==> config.mk <==
export PLATFORM = sky130hd
export DESIGN_NAME = chatter_counter
export DESIGN_NICKNAME = d
export VERILOG_FILES = /design/src/rtl/chatter_counter.sv
export SDC_FILE = /design/constraint.sdc
export NUM_CORES = 1
export LEC_CHECK = 0
export ABC_AREA = 1
export BUFFER_PORTS_ARGS = -buffer_cell sky130_fd_sc_hd__buf_2
export CAP_MARGIN = 20
export CORE_AREA = 3 3 40 42
export CTS_CLUSTER_DIAMETER = 120
export DETAILED_ROUTE_END_ITERATION = 8
export DIE_AREA = 0 0 43 45
export SETUP_SLACK_MARGIN = 0.3
export SYNTH_ARGS = -nofsm -noshare
export SYNTH_HDL_FRONTEND = slang
export SYNTH_SLANG_ARGS = --single-unit
==> constraint.sdc <==
create_clock -name chatterclock -period 1.7 [get_ports chatterclock]
set_clock_uncertainty 0.1 [all_clocks]
set_input_delay 0.085 -clock chatterclock [delete_from_list [all_inputs] [get_ports chatterclock]]
set_output_delay 0.085 -clock chatterclock [all_outputs]
set_load 0.03 [all_outputs]
==> src/rtl/chatter_counter.sv <==
// Switch debouncer: two-flop synchronizer, stability counter, and a run/stop flag
// that toggles on every accepted press.
module chatter_counter #(
  parameter int unsigned THRESHOLD = 200
) (
  input  logic       chatterclock,
  input  logic       chatterreset,
  input  logic       switchin,
  output logic       ispressed,
  output logic       enabled,
  output logic [7:0] count
);

  localparam logic [7:0] LastCount = 8'(THRESHOLD - 1);

  logic       sync1_q, sync2_q;
  logic       pressed_q, pressed_d;
  logic       enabled_q, enabled_d;
  logic [7:0] count_q, count_d;

  always_comb begin
    pressed_d = pressed_q;
    enabled_d = enabled_q;
    count_d   = 8'd0;
    if (sync2_q != pressed_q) begin
      // The >= guards against ever running past the last count.
      if (count_q >= LastCount) begin
        pressed_d = sync2_q;
        enabled_d = enabled_q ^ sync2_q;
      end else begin
        count_d = count_q + 8'd1;
      end
    end
  end

  always_ff @(posedge chatterclock) begin
    if (chatterreset) begin
      sync1_q   <= 1'b0;
      sync2_q   <= 1'b0;
      pressed_q <= 1'b0;
      enabled_q <= 1'b0;
      count_q   <= 8'd0;
    end else begin
      sync1_q   <= switchin;
      sync2_q   <= sync1_q;
      pressed_q <= pressed_d;
      enabled_q <= enabled_d;
      count_q   <= count_d;
    end
  end

  assign ispressed = pressed_q;
  assign enabled   = enabled_q;
  assign count     = count_q;

endmodule

* Yosys cells after proc, flatten, opt, wreduce, memory -nomap -nowiden
Cells that the tools add are included.
** Storage, ports and cells
- Register bits after elaboration :: 12
- Word-level logic and storage cells :: 12
- Output and inout bits :: 10
- Bits of input ports :: 3
** Operators by class
- Equality and inequality tests :: 1
- Reduce and logical (&&, ||, !) cells :: 2
- Add/sub/neg operators :: 1
- Bitwise gates (word level) :: 2
- Order comparisons :: 1
** Operators with widths (number)
- 8-bit by 1-bit adder with 8-bit output (second input constant) :: 1
- 8-bit greater-or-equal comparator (second input constant) :: 1
- 3-bit OR reduction :: 1
- 2-bit AND reduction :: 1
- 1-bit != test :: 1
- 1-bit NOT :: 1
- 1-bit bitwise XOR :: 1

* Depth between registers and ports, before layout
- Word-level depth :: 3
- Depth in mapped cells :: 7
- Depth with buffers taken out :: 7

* Worst setup path before layout
Ideal clock, no wire load.
- Path type :: register to register
- Start :: register count_q[0] (netlist: count[0])
- End :: register pressed_q (netlist: ispressed)
- Path buffers :: 0
- Setup time :: 116 ps
- Required time :: 1484 ps
- Clock period less this slack :: 1445 ps
- Stages on the path, launching flop included :: 7
- Arrival time :: 1229 ps
- Slack :: 255 ps
- Cells stage by stage :: dfxtp_1 -> ha_1 -> nand2_1 -> nand3_2 -> nand2_2 -> o21ai_0 -> nor2_1
** On the way
- Cells in the longest elaborated chain, start to end :: 2
** Ends and longest elaborated chain
- from (decl) :: line 19 : logic [7:0] count_q, count_d;
- from (signal assigned) :: line 48 : count_q <= count_d;
- 8-bit greater-or-equal comparator :: line 27 : if (count_q >= LastCount) begin
- 2-bit AND reduction (no source line)
- to (signal assigned) :: line 46 : pressed_q <= pressed_d;
- to (decl) :: line 17 : logic pressed_q, pressed_d;
Every way passes these cells.
A chain may end at the register's enable or synchronous reset.

* Worst setup path in the final report
- Start :: register count_q[0] (netlist: count[0])
- End :: register count_q[6] (netlist: count[6])
** On the way
- Cells in the longest elaborated chain, start to end :: 2
- Elaborated cells on any way between the ends :: 3
- Those cells by class :: 1 x add/sub; 1 x order compare; 1 x reduce/logical
** Ends and longest elaborated chain (line)
- 8-bit greater-or-equal comparator :: 27
- 3-bit OR reduction (no source line)
Parallel ways exist; a longest one is shown, timed or not.

==> run_results.csv <==
group,metric,value,unit
detailed_routing,postRouteAntennaNets,0,
clock_tree,root_buffer,"clkbuf_4",
synthesis,synth_seq_cells,12,
sta,rsz0062_at_grt,"no",
sta,tightest_slew,0.235,ns
worst_setup_path,cpMostUsedCell,"nand2_2",
clock_tree,clock-sinks,12,
final_layout,fill_cells,134,
power_and_ir_drop,power.density,822,nW/um2
worst_setup_path,r2r_start,"count[0]",
sta,finalSetupViolations,0,
synthesis,synth_edf_count,0,
sta,finalCriticalPeriod,1.27,ns
global_routing,grt_pass1_vias,403,
sta,fin_ws,0.428,ns
placed_design,preCtsSetupSlack,0.404,ns
clock_tree,clkLatencyLatePin,0.27,ns
worst_setup_path,rr_worst_depth,6,
sta,final-hold-violation-count,0,
worst_setup_path,crit_type,"flop to flop",
detailed_routing,routed_wl,877,um
final_layout,drive_above_1_share,27.5,%
sta,setup_tns,0,ns
detailed_routing,wl_per_cell,9.23,um
floorplanning,start_util,38.9,%
sta,period_share,74.8,%
power_and_ir_drop,power,0.526,mW
worst_setup_path,cp_max_fo,8,
floorplanning,core-area,1280,um2
synthesis,synth.distinct_cells,15,
synthesis,synth_top_area_share,48.1,%
hold_path,min-delay-start,"sync1_q",
synthesis,synthTopCellsByArea,"dfxtp_1 (48%), nor2_1 (14%), inv_1 (7.5%)",
worst_setup_path,r2r_setup_slack,0.43,ns
worst_setup_path,timing.rr.end,"count[6]",
clock_tree,clk_pin_slew,0.07,ns
final_layout,area_delta_synth_final,28.1,%
synthesis,synth.most_common_cell,"nor2_1",
detailed_routing,via_count,430,
worst_setup_path,worstSetupEndpointType,"flop",
floorplanning,die_x,43,um
synthesis,avgSynthCellArea,8.05,um2
synthesis,synthCells,62,
final_layout,multiInputGateArea,224,um2
worst_setup_path,worst-path-buf-inv,0,
hold_path,hp-class,"flop to flop",
hold_path,whs_endpoint,"sync2_q",
clock_tree,cts_tree,"done",
floorplanning,std_cell_rows,13,
global_routing,grt_util_all_layers,11.3,%
worst_setup_path,worstPathRequired,1.81,ns
worst_setup_path,slowest_stage,"dfxtp_2",
global_routing,grt_pass1_wl,1.52,mm
detailed_routing,first_pass_iters,2,
final_layout,seqCellArea,243,um2
sta,finalMaxSlewViolations,0,
sta,slew_headroom,84.3,%
final_layout,fin_nets,85,
clock_tree,cts_buffers,3,
placed_design,gp_congestion,0.735,
run,cap_violations,0,
floorplanning,fp.dieH,45,um
final_layout,diodes,0,
placed_design,numPortBuffers,12,
synthesis,synth-seq-area-share,48.1,%
synthesis,yosys_warnings,0,
worst_setup_path,worst_setup_path_start_kind,"flop",
synthesis,yosysTopAreaCell,"dfxtp_1",
run_status,status,"finished, final reports clean",
synthesis,synth_ff_type,"dfxtp_1",
global_routing,antenna_found_initial,0,
detailed_routing,drtIter0Drc,2,
worst_setup_path,cp_cell_sequence,"ha_1 > nand2_2 > nand3_2 > nand2_2 > nand3_4 > nor2_1",
sta,fmax,0.786,GHz
clock_tree,htree_levels,1,
floorplanning,pin_count,13,
detailed_routing,via_per_inst,4.53,
clock_tree,post_cts_buffers,0,
placed_design,place_hpwl,655,um
power_and_ir_drop,vdd_ir_drop_max,0.000504,V
power_and_ir_drop,p_leak,0.297,nW
clock_tree,clockBufferDepth,2,
worst_setup_path,critical-path-top-delay-family,"simple AND/OR/NAND/NOR gates",
worst_setup_path,crit_arrival,1.38,ns
global_routing,grt_max_degree,9,
floorplanning,die_area,1940,um2
synthesis,synth.net_count,66,
hold_path,hold_path_depth,2,
worst_setup_path,max_stage_delay,0.33,ns
synthesis,synth_area,499,um2
synthesis,yosys-top-cells-count,"nor2_1 (18), dfxtp_1 (12), inv_1 (10)",
synthesis,async_reset_ff_share,0,%
global_routing,grt.overflow.total,0,
detailed_routing,drc,0,
-- layer usage --
metal	wire [um]	global-route usage, %	part of all wire [%]	vias up
met4	30	10.8	3.4	0
met5	0	0	0	-
met2	388	17.1	44	10
met1	405	12.0	46	189
li1	-	-	-	227
met3	52	4.38	5.9	4
-- cell type report --
class                   count  share of cell area, %
flip-flops and latches     12                   38.0
well taps                  15                   2.94
repair buffers             14                   12.5
multi-input cells          40                   35.0
inverters                  10                   5.87
clock buffers               4                   5.68
-- worst reg2reg max path, cell delays in order, from the launching register on --
cell	delay, ns
dfxtp_2	0.33
ha_1	0.22
nand2_2	0.10
nand3_2	0.11
nand2_2	0.10
nand3_4	0.11
nor2_1	0.13
-- sequential cells by signal, summed over array words and instances (netlist names) --
register	count
sync1_q	1
count	8
sync2_q	1
ispressed	1
enabled	1
-- cells by family (layout without fill, tap and decap cells) --
| group | count (synthesis) | after routing | synth area share (%) |
|---|---|---|---|
| fa+ha+maj | 1 | 1 | 2.51 |
| compound gates | 2 | 2 | 2.00 |
| simple gates | 31 | 31 | 29.3 |
| buf+inv | 10 | 28 | 7.52 |
| xor+xnor | 6 | 6 | 10.5 |
| flops | 12 | 12 | 48.1 |
-- where the power goes --
part / total (mW) / switching, mW / leakage (nW) / internal (mW)
Clock: 0.222 / 0.0917 / 0.0210 / 0.130
Sequential: 0.285 / 0.00165 / 0.0981 / 0.284
Combinational: 0.0184 / 0.0100 / 0.178 / 0.00841
Total: 0.526 / 0.103 / 0.297 / 0.422
-- per-stage QoR --
| step | instance area [um2] | hold WS, ns | instances | utilization [%] |
|---|---|---|---|---|
| after floorplan | 502 | 0.0562 | 62 | - |
| after global placement | 581 | 0.176 | 89 | 45.2 |
| after detailed placement | 581 | 0.183 | 89 | 45.2 |
| after CTS | 637 | 0.310 | 95 | 49.6 |
| after global routing | 639 | 0.328 | 95 | 49.8 |
| final | 639 | 0.307 | 95 | 49.8 |
-- cell usage in the layout, fill, tap and decap left out --
cell type / Yosys / layout
ha_1: 1 / 1
dfxtp_2: 0 / 2
clkbuf_8: 0 / 1
xor2_1: 3 / 3
buf_2: 0 / 12
nor2_1: 18 / 18
nand3_4: 1 / 1
a21oi_1: 1 / 1
nand2_2: 1 / 2
xnor2_1: 3 / 3
o21ai_0: 1 / 1
nand4_1: 1 / 1
nand2_1: 5 / 4
nor3_1: 1 / 1
inv_1: 10 / 10
dfxtp_1: 12 / 10
clkbuf_4: 0 / 3
nand3_2: 1 / 1
dlygate4sd3_1: 0 / 2
nand3_1: 3 / 3
-- worst max-delay path by stage --
stage / from / end / slack [ns] / cells after the start
CTS: count[0] / count[6] / 0.39 / 6
detailed placement: count[0] / count[6] / 0.40 / 6
global placement: count[0] / count[1] / 0.45 / 6
finish: count[0] / count[6] / 0.43 / 6
global route: count[0] / count[6] / 0.32 / 6
floorplan: count[0] / ispressed / 0.39 / 6
-- what timing repair did --
item | in CTS | in global routing
setup endpoints to repair | 0 | 5
hold endpoints to repair | 2 | 0
hold buffers | 2 | 0
gates resized for setup | 0 | 1
Power figures use the tool's default switching activity.
